### src/rtl/digest_reader.sv
// Streams a LEN-byte digest out of the shared single-port byte RAM as a
// valid/ready byte stream split into CHUNK-byte groups, one read at a time.
module digest_reader #(
  parameter int ADDR_W = 10,
  parameter int DATA_W = 8,
  parameter int LEN    = 32,
  parameter int CHUNK  = 8,
  parameter int RD_LAT = 1,
  localparam int CW    = $clog2((LEN + CHUNK - 1) / CHUNK) + 1
) (
  input  logic              clk,
  input  logic              rst,
  input  logic              start,
  input  logic [ADDR_W-1:0] base_addr,
  output logic              busy,
  output logic              done,
  output logic              mem_req,
  input  logic              mem_gnt,
  output logic [ADDR_W-1:0] mem_addr,
  output logic              mem_cs,
  output logic              mem_oe,
  input  logic [DATA_W-1:0] mem_rdata,
  output logic [DATA_W-1:0] out_data,
  output logic              out_valid,
  input  logic              out_ready,
  output logic              out_first,
  output logic              out_last,
  output logic [CW-1:0]     out_chunk
);

  localparam int IW = (LEN > 1) ? $clog2(LEN) : 1;
  localparam int PW = (CHUNK > 1) ? $clog2(CHUNK) : 1;
  localparam int RW = $clog2(RD_LAT + 1);
  localparam logic [IW-1:0] LAST_IDX = IW'(LEN - 1);
  localparam logic [PW-1:0] LAST_POS = PW'(CHUNK - 1);
  localparam logic [RW-1:0] LAST_RD  = RW'(RD_LAT);

  typedef enum logic [2:0] {IDLE, REQ, RD, OUT, DONE} state_t;

  state_t            state;
  logic [ADDR_W-1:0] base;
  logic [IW-1:0]     idx;
  logic [PW-1:0]     pos;
  logic [CW-1:0]     chunk_cnt;
  logic [RW-1:0]     rd_cnt;

  // pos and chunk_cnt track idx mod CHUNK and idx / CHUNK without dividers
  always_ff @(posedge clk) begin
    if (!rst) begin
      state     <= IDLE;
      base      <= '0;
      idx       <= '0;
      pos       <= '0;
      chunk_cnt <= '0;
      rd_cnt    <= '0;
      busy      <= 1'b0;
      done      <= 1'b0;
      mem_req   <= 1'b0;
      mem_addr  <= '0;
      mem_cs    <= 1'b0;
      mem_oe    <= 1'b0;
      out_data  <= '0;
      out_valid <= 1'b0;
      out_first <= 1'b0;
      out_last  <= 1'b0;
      out_chunk <= '0;
    end else begin
      done <= 1'b0;
      case (state)
        IDLE: begin
          if (start) begin
            base      <= base_addr;
            idx       <= '0;
            pos       <= '0;
            chunk_cnt <= '0;
            busy      <= 1'b1;
            mem_req   <= 1'b1;
            state     <= REQ;
          end
        end
        REQ: begin
          if (mem_gnt) begin
            rd_cnt   <= '0;
            mem_cs   <= 1'b1;
            mem_oe   <= 1'b1;
            mem_addr <= base + ADDR_W'(idx);
            state    <= RD;
          end
        end
        RD: begin
          // losing the bus abandons this read; the same idx is retried on regrant
          if (!mem_gnt) begin
            mem_cs <= 1'b0;
            mem_oe <= 1'b0;
            state  <= REQ;
          end else if (rd_cnt == LAST_RD) begin
            mem_cs    <= 1'b0;
            mem_oe    <= 1'b0;
            out_data  <= mem_rdata;
            out_valid <= 1'b1;
            out_first <= (pos == '0);
            out_last  <= (pos == LAST_POS) || (idx == LAST_IDX);
            out_chunk <= chunk_cnt;
            state     <= OUT;
          end else begin
            rd_cnt <= rd_cnt + RW'(1);
          end
        end
        OUT: begin
          if (out_ready) begin
            out_valid <= 1'b0;
            out_first <= 1'b0;
            out_last  <= 1'b0;
            out_chunk <= '0;
            if (idx == LAST_IDX) begin
              done    <= 1'b1;
              mem_req <= 1'b0;
              state   <= DONE;
            end else begin
              idx <= idx + IW'(1);
              if (pos == LAST_POS) begin
                pos       <= '0;
                chunk_cnt <= chunk_cnt + CW'(1);
              end else begin
                pos <= pos + PW'(1);
              end
              state <= REQ;
            end
          end
        end
        DONE: begin
          busy  <= 1'b0;
          state <= IDLE;
        end
        default: state <= IDLE;
      endcase
    end
  end

endmodule

### config.mk
export PLATFORM = sky130hd
export DESIGN_NAME = digest_reader
export DESIGN_NICKNAME = d
export VERILOG_FILES = /design/src/rtl/digest_reader.sv
export SDC_FILE = /design/constraint.sdc
export NUM_CORES = 1
export LEC_CHECK = 0
export ABC_AREA = 1
export CAP_MARGIN = 10
export CELL_PAD_IN_SITES_DETAIL_PLACEMENT = 1
export CELL_PAD_IN_SITES_GLOBAL_PLACEMENT = 2
export CORE_MARGIN = 2
export CORE_UTILIZATION = 26
export DETAILED_ROUTE_END_ITERATION = 12
export GPL_TIMING_DRIVEN = 0
export PLACE_DENSITY_LB_ADDON = 0.1
export SLEW_MARGIN = 30
export SYNTH_ARGS = -nofsm -noshare
export SYNTH_HDL_FRONTEND = slang
export SYNTH_SLANG_ARGS = --single-unit
### constraint.sdc
create_clock -name clk -period 1.6 [get_ports clk]
set_clock_uncertainty 0.15 [all_clocks]
set_input_delay 0.4 -clock clk [delete_from_list [all_inputs] [get_ports clk]]
set_output_delay 0.4 -clock clk [all_outputs]
set_load 0.005 [all_outputs]
==> results.yml <==
worst_setup_path:
  worst_ep_required_time_ps: 1650
  rrSetupSlack_ps: -170
  critPathMaxStageDelay_ps: 380
  worstSetupEndpointType: "flop"
  crit_top_cell: "nor2_4"
  cp.depth: 11
  start_kind: "flop"
  criticalPathCategory: "flop to flop"
  r2r_end: "idx[1]"
  slowest_stage: "dfxtp_4"
  crit_buf_inv: 1
  cp.arrival_ps: 1830
  cp_cell_sequence: "ha_4 -> nand2_4 -> nor2_4 -> ha_4 -> nor2_4 -> nor2_4 -> nor2_4 -> buf_6 -> nand2_2 -> o21ai_2 -> nor2_1"
  crit_path_end: "idx[1]"
  r2r_cells: 11
  crit_family: "simple AND/OR/NAND/NOR gates"
  critPathMaxFanout: 5
  r2r-start: "idx[0]"
  crit_start: "idx[0]"
place:
  hpwl_mm: 5.74
  gp_routability_congestion: 0.767
  preCtsSetupSlack_ps: -654
  portBuffers: 51
  placed_area_um2: 3300
logic_synthesis:
  syn_inst: 362
  synth_seq_area_share_pct: 40.6
  netlist_area_um2: 2610
  synth-async-reset-ratio_pct: 0
  synth_cell_types: 30
  ys.flop_type: "dfxtp_1"
  syn_nets: 397
  synth_seq_cells: 53
  synth_edf_count: 0
  ys_warn_count: 0
  avgSynthCellArea_um2: 7.22
finish:
  antenna_cells: 0
  drive_gt1_share_pct: 30.2
  layout_common_cells: "nand2_1 (65), nor2_1 (57), inv_1 (33), dlygate4sd2_1 (30), dfxtp_2 (27)"
  fin_area_um2: 3890
  final_util_pct: 39.8
  final_common_cell: "nand2_1"
  fin_nets: 478
  fillCellCount: 1228
  syn_to_final_growth_pct: 49.1
timing:
  post-route-min-period_ps: 1770
  post-route-period-util_pct: 111
  setup_slack_ps: -174
  maxSlewViolCount: 0
  setup_viol_count_final: 18
  grt_setup_unrepaired: "true"
  hold-worst-slack_ps: 316
  tightest_slew_ps: 544
  timing.fmax_mhz: 564
  maxSlewHeadroom_pct: 63.8
  hold_viol: 0
route:
  wl_per_cell_um: 14.3
  wl_mm: 8.23
  drc: 0
  antenna_left: 0
  vias: 2571
  drtIter0Drc: 57
  vias_per_cell: 4.46
  drtPass1Iterations: 4
global_route:
  globalRouteTotalUtil_pct: 15.6
  grt_pass1_vias: 2674
  antenna_found_initial: 0
  grt_pass1_wl_mm: 13.5
  overflow: 0
  grt_max_degree: 18
clock_network:
  insertion_delay_ps: 310
  h-tree-depth: 2
  cts_made_buffers: 5
  cts_tree: "done"
  cts.sinks: 53
  clk_pin_slew_worst_paths_ps: 100
  cts.path.max_buffers: 2
  root_buffer: "clkbuf_8"
pwr:
  cellPowerDensity_nw_per_um2: 1340
  power_leakage_nw: 1.75
  max-vdd-ir-drop_v: 0.000598
die:
  initial_utilization_pct: 26.7
  die_y_um: 104
  core_um2: 9770
  dieArea_um2: 10900
  io_pins: 52
  die_w_um: 104
  core.rowCount: 36
flow_run:
  drv_cap: 0
outcome:
  violations: "negative setup slack"
  outcome: "complete, but fails checks"
hold_path:
  hold_class: "flop to flop"
  min_path_cells: 2
[how the worst min path moves through the flow]
stage	startpoint	endpoint	slack [ps]
floorplan	rd_cnt	rd_cnt	290
global placement	rd_cnt	rd_cnt	300
detailed placement	rd_cnt	rd_cnt	310
CTS	rd_cnt	rd_cnt	320
global route	out_valid	out_valid	340
finish	rd_cnt	rd_cnt	320
[synthesized netlist by cell type, types with 2 or more instances]
master	instances	area [um2]
nor2_4	4	45.0
nand3_1	24	120
nand2_2	4	25.0
inv_2	4	15.0
nand3b_1	2	15.0
ha_1	11	138
nor2_2	4	25.0
xnor2_1	3	26.3
o21ai_1	5	25.0
dfxtp_1	53	1060
buf_4	2	15.0
a21oi_1	27	135
nand2_1	79	297
clkbuf_1	3	11.3
nor2_1	59	221
inv_1	33	124
nand4_1	8	50.1
or2_2	2	12.5
o21ai_0	20	100
buf_1	2	7.51
xor2_1	2	17.5
buf_6	3	33.8
[tightest hold or removal path, delay by kind of cell, from the launching register on]
| kind | cells | cell delay [ps] |
|---|---|---|
| flops | 1 | 320 |
| simple gates | 1 | 60 |
| compound gates | 1 | 50 |
[state kept, by name, indices dropped and copies added (netlist names)]
name and count:
chunk_cnt 3, out_chunk 3, mem_oe 1, base 10, state 3, idx 5, pos 3, out_data 8
out_first 1, rd_cnt 1, mem_addr 10, busy 1, done 1, mem_req 1, out_valid 1, out_last 1
[cells by family after synthesis]
kind of cell | share of synthesized area [%]
AOI/OAI and AO/OA | 10.4
xor gates and xnor gates | 1.68
adders and majority gates | 6.03
buffers and inverters | 8.43
DFF | 40.6
and+or+nand+nor | 32.8
[what timing repair did]
item	CTS	global route
buffers inserted	9	12
setup endpoints to repair	78	46
cloned	2	0
hold buffers	0	0
resized for setup	96	43
pin swaps	8	20
[through the flow]
step	power [mW]	TNS [ps]	std cells
3_5_place_dp	3.56	-21720	546
3_3_place_gp	3.54	-21360	546
6_report	5.23	-1510	577
2_1_floorplan	2.92	-225	362
5_1_grt	5.65	-3490	577
4_1_cts	5.05	-2050	565
[final cells by class]
type,count,area (um2),area share [%]
multi-input cells,260,1580,40.6
clock inverters,3,68.8,1.77
repair buffers,74,657,16.9
well taps,133,166,4.27
plain buffers,10,76.3,1.96
flip-flops and latches,53,1110,28.6
clock buffers,5,68.8,1.77
inverters,39,164,4.21
[per-layer routing]
layer / global-route usage (%) / up-vias / part of all wire [%]
li1: - / 1318 / -
met1: 19.5 / 1216 / 46
met2: 28.2 / 32 / 51
met3: 2.26 / 5 / 2.5
met4: 3.47 / 0 / 0.64
met5: 0 / - / 0
[report_power, final]
| group | internal (mW) | switching [mW] |
|---|---|---|
| registers | 1.62 | 0.259 |
| logic | 0.999 | 1.24 |
| clock network | 0.630 | 0.484 |
(Power assumes the default switching activity.)
